==> src/rtl/regfile_layer_cfg.sv <==
// Layer-configuration register bank for the NL/conv/pool engines.
// Software writes shadow words. An accepted START copies every shadow word
// into the active copy that drives the engine. The bank also tracks
// busy/done/err, raises a level irq and returns registered read data one
// cycle after rd_en. read_data is 0 whenever it is not valid, so the bus can
// OR it with the other regfile_* banks.

// One configuration word: the shadow copy is written by software and the
// active copy is loaded on START. rd_data is the shadow value when addr hits
// this word and 0 otherwise, ready to be ORed into the read mux.
module cfg_word #(
  parameter int                DATA_W = 16,
  parameter int                ADDR_W = 14,
  parameter logic [ADDR_W-1:0] ADDR   = '0
) (
  input  logic              clk,
  input  logic              rst,
  input  logic              wr_en,
  input  logic              load,
  input  logic [ADDR_W-1:0] addr,
  input  logic [DATA_W-1:0] write_data,
  output logic [DATA_W-1:0] active,
  output logic [DATA_W-1:0] rd_data
);
  logic              hit;
  logic [DATA_W-1:0] shadow;

  assign hit     = (addr == ADDR);
  assign rd_data = hit ? shadow : '0;

  // Software write goes to the shadow; the active copy changes only on START.
  always_ff @(posedge clk) begin
    if (rst) begin
      shadow <= '0;
      active <= '0;
    end else begin
      if (wr_en && hit) shadow <= write_data;
      if (load)         active <= shadow;
    end
  end
endmodule

module regfile_layer_cfg #(
  parameter int                ADDR_W    = 14,
  parameter int                DATA_W    = 16,
  parameter logic [ADDR_W-1:0] BASE_ADDR = 'h300,
  parameter int                NUM_RW    = 8,
  parameter int                NUM_RO    = 4
) (
  input  logic                     clk,
  input  logic                     rst,
  input  logic                     wr_en,
  input  logic                     rd_en,
  input  logic [ADDR_W-1:0]        addr,
  input  logic [DATA_W-1:0]        write_data,
  output logic [DATA_W-1:0]        read_data,
  output logic                     rd_valid,
  output logic [NUM_RW*DATA_W-1:0] cfg_active,
  input  logic [NUM_RO*DATA_W-1:0] status_in,
  output logic                     start_pulse,
  input  logic                     layer_done,
  output logic                     busy,
  output logic                     irq
);
  localparam logic [ADDR_W-1:0] CTRL_A = BASE_ADDR;
  localparam logic [ADDR_W-1:0] STAT_A = BASE_ADDR + ADDR_W'(1);

  typedef enum logic {IDLE = 1'b0, RUN = 1'b1} state_t;
  state_t state, state_nxt;

  logic ctrl_wr, stat_wr, start_req, start_acc, start_rej;
  logic irq_en, done, err;
  logic [DATA_W-1:0] rd_mux;

  logic [NUM_RW-1:0][DATA_W-1:0] active;
  logic [NUM_RW-1:0][DATA_W-1:0] rw_rd;
  logic [NUM_RW:0][DATA_W-1:0]   rw_or;
  logic [NUM_RO:0][DATA_W-1:0]   ro_or;

  assign ctrl_wr   = wr_en && (addr == CTRL_A);
  assign stat_wr   = wr_en && (addr == STAT_A);
  assign start_req = ctrl_wr && write_data[0];
  // A completing layer frees the engine in the same cycle, so back-to-back
  // START is accepted when layer_done is high.
  assign start_acc = start_req && (!busy || layer_done);
  assign start_rej = start_req && busy && !layer_done;
  assign busy      = (state == RUN);

  // Shadow/active word array, one instance per configuration word.
  assign rw_or[0] = '0;
  for (genvar i = 0; i < NUM_RW; i++) begin : g_rw
    cfg_word #(
      .DATA_W (DATA_W),
      .ADDR_W (ADDR_W),
      .ADDR   (BASE_ADDR + ADDR_W'(2 + i))
    ) u_word (
      .clk        (clk),
      .rst        (rst),
      .wr_en      (wr_en),
      .load       (start_acc),
      .addr       (addr),
      .write_data (write_data),
      .active     (active[i]),
      .rd_data    (rw_rd[i])
    );
    assign rw_or[i+1] = rw_or[i] | rw_rd[i];
  end

  // Engine status words are read live and never stored here.
  assign ro_or[0] = '0;
  for (genvar j = 0; j < NUM_RO; j++) begin : g_ro
    localparam logic [ADDR_W-1:0] RO_A = BASE_ADDR + ADDR_W'(2 + NUM_RW + j);
    assign ro_or[j+1] = ro_or[j] |
                        ((addr == RO_A) ? status_in[j*DATA_W +: DATA_W] : '0);
  end

  assign cfg_active = active;

  // IDLE/RUN state register; busy is the state itself.
  always_ff @(posedge clk) begin
    if (rst) state <= IDLE;
    else     state <= state_nxt;
  end

  // Next state: START enters RUN, layer_done leaves it unless a START lands too.
  always_comb begin
    state_nxt = state;
    case (state)
      IDLE: if (start_acc) state_nxt = RUN;
      RUN:  if (layer_done && !start_acc) state_nxt = IDLE;
      default: state_nxt = IDLE;
    endcase
  end

  // Control/status flags; hardware set beats a same-cycle W1C.
  always_ff @(posedge clk) begin
    if (rst) begin
      irq_en      <= 1'b0;
      done        <= 1'b0;
      err         <= 1'b0;
      start_pulse <= 1'b0;
      irq         <= 1'b0;
    end else begin
      start_pulse <= start_acc;
      if (ctrl_wr) irq_en <= write_data[1];
      done <= layer_done || (done && !(stat_wr && write_data[1]));
      err  <= start_rej  || (err  && !(stat_wr && write_data[2]));
      irq  <= done && irq_en;
    end
  end

  // Read mux over current state, so a same-cycle write is not visible.
  always_comb begin
    rd_mux = rw_or[NUM_RW] | ro_or[NUM_RO];
    if (addr == CTRL_A) rd_mux[1]   = irq_en;
    if (addr == STAT_A) rd_mux[2:0] = {err, done, busy};
  end

  // Registered read return; a reset in flight drops the read.
  always_ff @(posedge clk) begin
    if (rst) begin
      read_data <= '0;
      rd_valid  <= 1'b0;
    end else begin
      rd_valid  <= rd_en;
      read_data <= rd_en ? rd_mux : '0;
    end
  end
endmodule

==> config.mk <==
export PLATFORM = sky130hd
export DESIGN_NAME = regfile_layer_cfg
export DESIGN_NICKNAME = d
export VERILOG_FILES = /design/src/rtl/regfile_layer_cfg.sv
export SDC_FILE = /design/constraint.sdc
export NUM_CORES = 1
export LEC_CHECK = 0
export ABC_AREA = 1
export ABC_CLOCK_PERIOD_IN_PS = 2840
export BUFFER_PORTS_ARGS = -buffer_cell sky130_fd_sc_hd__buf_2
export CAP_MARGIN = 30
export CELL_PAD_IN_SITES_DETAIL_PLACEMENT = 2
export CELL_PAD_IN_SITES_GLOBAL_PLACEMENT = 2
export CORE_ASPECT_RATIO = 1.75
export CORE_UTILIZATION = 33
export DETAILED_ROUTE_END_ITERATION = 12
export PLACE_DENSITY_LB_ADDON = 0.1
export SETUP_SLACK_MARGIN = 0.05
export SYNTH_ARGS = -nofsm -noshare
export SYNTH_HDL_FRONTEND = slang
export SYNTH_SLANG_ARGS = --single-unit
==> constraint.sdc <==
create_clock -name clk -period 2.84 [get_ports clk]
set_input_delay 0.142 -clock clk [delete_from_list [all_inputs] [get_ports clk]]
set_output_delay 0.142 -clock clk [all_outputs]
set_load 0.03 [all_outputs]
== After elaboration in Yosys (flattened, before gate mapping) ==
Index checks and enable logic that the tools add are counted.

* Eq/ne operators: 14
* Mux-type cells: 17
* Bitwise operators: 13
* Reduce and logical (&&, ||, !) cells: 29

{| class="wikitable"
|+ Operator list
! kind !! number
|-
| 14-bit by 10-bit equality test with 1-bit output, second input constant || 14
|-
| 16-bit 2-to-1 mux || 12
|-
| 16-bit bitwise OR || 11
|-
| 1-bit logical AND || 20
|-
| 1-bit zero test || 5
|-
| 1-bit logical OR || 3
|-
| 1-bit 2-to-1 mux || 3
|-
| 3-bit 2-to-1 mux || 1
|-
| 1-bit inverter || 2
|-
| 1-bit case mux with 2 select lines || 1
|-
| 2-bit OR reduction || 1
|}

* Register bits after elaboration: 279
* Input bits: 99
* Output and inout bits: 148
* Word-level logic and storage cells: 97

== Longest topological paths before layout ==
* Depth after elaboration: 12
* Depth in mapped cells: 13
* Gate-level depth less buffers: 12

== Hierarchy ==
Synthesis repeated with hierarchy kept, for this count alone.

* Cells, all modules: 1771
* Area, all modules: 12012.8 µm²

{| class="wikitable"
|+ Modules (own cells, without submodules)
! module !! instances !! cells each !! area each (µm²) !! sequential area each (µm²)
|-
| cfg_word at g_rw[0].u_word ... || 4 || 187 || 1293.7 || 640.6
|-
| cfg_word at g_rw[3].u_word ... || 3 || 188 || 1297.5 || 640.6
|-
| regfile_layer_cfg || 1 || 273 || 1655.3 || 460.4
|-
| cfg_word at g_rw[1].u_word || 1 || 186 || 1290.0 || 640.6
|}

== Least setup slack after synthesis ==
OpenSTA, ideal clock, no wires.

* Path kind: input -> register
* From: input addr[7]
* To: register g_rw[1].u_word.active[10]
* Library setup time: 0.116 ns
* Arrival: 1.363 ns
* Required time: 2.724 ns
* Path slack: 1.361 ns
* Stages: 8
* Path buffers: 2
* Cell sequence: nor2_1 -> nand2_2 -> nor4_4 -> nand3_2 -> buf_6 -> buf_6 -> o21ai_1 -> a21oi_1

* Word-level cells in the longest chain between the ends: 4

{| class="wikitable"
|+ Ends and longest elaborated chain
! what !! line !! RTL
|-
| start, declared || 54 || <nowiki>input logic [ADDR_W-1:0] addr,</nowiki>
|-
| 14-bit by 10-bit equality test with 1-bit output || 80 || <nowiki>assign ctrl_wr = wr_en && (addr == CTRL_A);</nowiki>
|-
| 1-bit logical AND || 80 ||
|-
| 1-bit logical AND || 82 || <nowiki>assign start_req = ctrl_wr && write_data[0];</nowiki>
|-
| 1-bit logical AND || 85 || <nowiki>assign start_acc = start_req && (!busy || layer_done);</nowiki>
|-
| end signal, assigned || 38 || <nowiki>if (load) active <= shadow;</nowiki>
|-
| end, declared || 22 || <nowiki>output logic [DATA_W-1:0] active,</nowiki>
|}

No other way between the ends.
A chain may end at the register's enable or synchronous reset.

== Worst setup path after layout ==
* From: input addr[11]
* To: register read_data[4]

* Word-level cells in the longest chain between the ends: 10
* Elaborated cells between the ends (all ways): 35
* Classes of those cells: 12 x eq/ne; 12 x mux; 11 x bitwise

{| class="wikitable"
|+ Ends and longest elaborated chain
! what !! line !! RTL
|-
| 14-bit by 10-bit equality test with 1-bit output || 28 || <nowiki>assign hit = (addr == ADDR);</nowiki>
|-
| 16-bit 2-to-1 mux || 29 || <nowiki>assign rd_data = hit ? shadow : '0;</nowiki>
|-
| 16-bit bitwise OR (7 in series) || 106 || <nowiki>assign rw_or[i+1] = rw_or[i] | rw_rd[i];</nowiki>
|-
| 16-bit bitwise OR * || 154 || <nowiki>rd_mux = rw_or[NUM_RW] | ro_or[NUM_RO];</nowiki>
|-
| end signal, assigned || 166 || <nowiki>read_data <= rd_en ? rd_mux : '0;</nowiki>
|-
| end, declared || 56 || <nowiki>output logic [DATA_W-1:0] read_data,</nowiki>
|}

Mark *: on every way between the ends. The rest lies on a longest branch, timed or not.

==> results_dict.tcl <==
set metrics [dict create \
    antenna_found_initial 2 \
    rsz0062_at_grt "no" \
    clockBufferDepth 3 \
    path_class "in2reg" \
    synth_xor_area_share_pct 0 \
    vias_per_cell 5.143 \
    post-route-util_pct 41.21 \
    drive_gt1_share_pct 19.27 \
    syn_to_final_growth_pct 22.47 \
    drcViolationCount 0 \
    ys_seq_area_share_pct 49.03 \
    hold_viol 0 \
    htreeDepth 1 \
    synth_top_area_share_pct 49.03 \
    fp.dieW_microns 142.4 \
    status "completed" \
    tightest_slew_ps 733.2 \
    diodes 0 \
    ir_drop_uv 396.4 \
    ys_ff_latch 279 \
    start_kind "primary input" \
    die_h_microns 247.8 \
    postRouteAntennaNets 0 \
    cap_violations 0 \
    syn_avg_cell_area_sq_um 7.479 \
    synth_top_family_by_area "compound AO/OA/AOI/OAI gates" \
    relSlewSlack_pct 51.12 \
    io_pins 247 \
    grt_pass1_wl_microns 73860 \
    min_period_ps 2114 \
    first_iter_violations 502 \
    routed_wirelength_microns 50880 \
    gp_congestion 0.8611 \
    worstPathArrival_ps 2630 \
    synth_compound_area_share_pct 26.18 \
    yosysWarnings 0 \
    fin_area_sq_um 13950 \
    numCtsBuffers 28 \
    clkLatencyLatePin_ps 570 \
    syn_area_sq_um 11390 \
    drv_slew 0 \
    num_rows 89 \
    cts_tree "built" \
    leakage_nw 5.596 \
    clk_pin_slew_ps 70 \
    hpwl_microns 36980 \
    p_per_area_nw_per_um2 583.6 \
    clock_sinks 279 \
    worstPathRequired_ps 3350 \
    overflow 0 \
    clock_skew_ps 11.59 \
    regToRegSetupSlack_ps 1190 \
    whs_path_depth 3 \
    synth.area.mux_share_pct 0 \
    min_path_type "in2reg" \
    nets 1842 \
    grt_max_degree 171 \
    crit_path_end_kind "flop" \
    synth_cell_types 25 \
    syn-instance-count 1523 \
    die-area_sq_um 35290 \
    finalSetupViolations 0 \
    firstDrtPassIters 5 \
    synth_area_leaders "dfxtp_1 49%, a21oi_1 12%, inv_1 8.5%" \
    crit_fanout 16 \
    avgRoutedWirePerCell_microns 22.93 \
    cts_root_buf "clkbuf_16" \
    dpl_cell_area_sq_um 12870 \
    setup_tns_ps 0 \
    vias 11410 \
    period_share_pct 74.45 \
    core_sq_um 33850 \
    synthesis.nets 1622 \
    cts_setup_buffers 0 \
    grtUsageTotal_pct 28.72 \
    nFillCells 4068 \
    rr_worst_depth 5 \
    max_freq_mhz 472.9 \
    start_util_pct 33.65 \
    yosysTopAreaCell "dfxtp_1" \
    yosys.area_share.simple_pct 10.94 \
    synth-adder-area-share_pct 0 \
    grt_pass1_vias 11950 \
    io_buffers 246 \
]
[state kept, by name, indices dropped and copies added, names as in the netlist]
name / flops
start_pulse: 1
done: 1
rd_valid: 1
irq_en: 1
irq: 1
read_data: 16
busy: 1
g_rw.u_word.active: 128
err: 1
g_rw.u_word.shadow: 128
[stage by stage]
stage	power, mW	cells	setup slack [ps]	hold slack, ps
finish	8.142	2219	725.6	27.92
global route	8.359	2219	579.7	10.08
CTS	8.233	2219	783.4	1.478
detailed placement	4.350	2154	493.9	436.0
global placement	4.344	2154	532.8	432.3
floorplan	4.144	1523	1361	211.1
[power breakdown]
| part | switching, mW | internal (mW) |
|---|---|---|
| Combinational | 0.258 | 0.112 |
| Sequential | 0.00114 | 3.91 |
| Clock | 1.67 | 2.19 |
[path summary, 6_finish.rpt]
path | from | end
worst max-delay path | addr[11] | read_data[4]$_SDFF_PP0_
worst min-delay path | write_data[5] | g_rw[1].u_word.shadow[5]$_SDFFE_PP0P_
worst max register to register | busy$_SDFF_PP0_ | g_rw[3].u_word.active[2]$_SDFFE_PP0P_
worst min register to register | g_rw[7].u_word.active[3]$_SDFFE_PP0P_ | g_rw[7].u_word.active[3]$_SDFFE_PP0P_
[cells by family after synthesis]
group	count (synthesis)
buffers and inverters	361
AND/OR/NAND/NOR	297
AO/OA/AOI/OAI	586
flip-flops	279
[layout by cell type, fill, tap and decap left out, types with 2 or more instances in the layout]
cell type | Yosys | final
a21oi_1 | 271 | 271
a31oi_1 | 2 | 2
buf_12 | 0 | 3
buf_2 | 13 | 246
buf_4 | 3 | 27
clkbuf_1 | 58 | 4
clkbuf_16 | 0 | 29
clkbuf_8 | 0 | 9
clkinv_2 | 0 | 4
clkinvlp_4 | 0 | 4
dfxtp_1 | 279 | 279
dlygate4sd3_1 | 0 | 14
inv_1 | 258 | 257
inv_2 | 3 | 3
nand2_1 | 157 | 157
nand3_1 | 38 | 38
nand4_1 | 3 | 3
nor2_1 | 85 | 85
nor2_2 | 5 | 5
nor2_4 | 2 | 2
o21ai_0 | 172 | 172
o21ai_1 | 105 | 105
o22ai_1 | 35 | 35
[final cells by class]
class | instances | area (sq um) | share of cell area, %
flip-flops and latches | 279 | 5585 | 40.04
multi-input cells | 883 | 4235 | 30.36
repair buffers | 290 | 1634 | 11.71
inverters | 261 | 982.2 | 7.040
clock buffers | 42 | 864.6 | 6.197
well taps | 455 | 569.3 | 4.081
clock inverters | 9 | 80.08 | 0.5740
[repair_timing]
action,in CTS,in global routing
hold endpoints to repair,14,0
hold buffers,14,0
setup endpoints to repair,0,0
gates resized for setup,0,0
[worst max-delay path, cell delays in order]
cell and delay [ps]:
buf_2 100, nor2_1 150, inv_1 100, nor2_4 360
buf_4 230, nand2_1 60, inv_1 420, nand2_1 100
o21ai_1 120, inv_1 80, nand4_1 70, dlygate4sd3_1 560
nor2_1 40, nor2_1 70
[Yosys cell counts]
master / count
a21oi_1: 271
a31oi_1: 2
buf_2: 13
buf_4: 3
buf_6: 26
clkbuf_1: 58
dfxtp_1: 279
inv_1: 258
inv_2: 3
nand2_1: 157
nand2_2: 1
nand3_1: 38
nand3_2: 2
nand4_1: 3
nor2_1: 85
nor2_2: 5
nor2_4: 2
nor3_1: 1
nor3_4: 1
nor4_4: 1
o21a_1: 1
o21ai_0: 172
o21ai_1: 105
o22ai_1: 35
or2_2: 1
[metal layers]
| layer | up-vias | global-route usage, % | part of all wire, % |
|---|---|---|---|
| met3 | 102 | 3.762 | 4.5 |
| met4 | 2 | 14.26 | 4.9 |
| met1 | 5609 | 32.54 | 40 |
| met5 | - | 0 | 0.022 |
| li1 | 5374 | - | - |
| met2 | 325 | 52.31 | 51 |
Power figures use the tool's default switching activity.
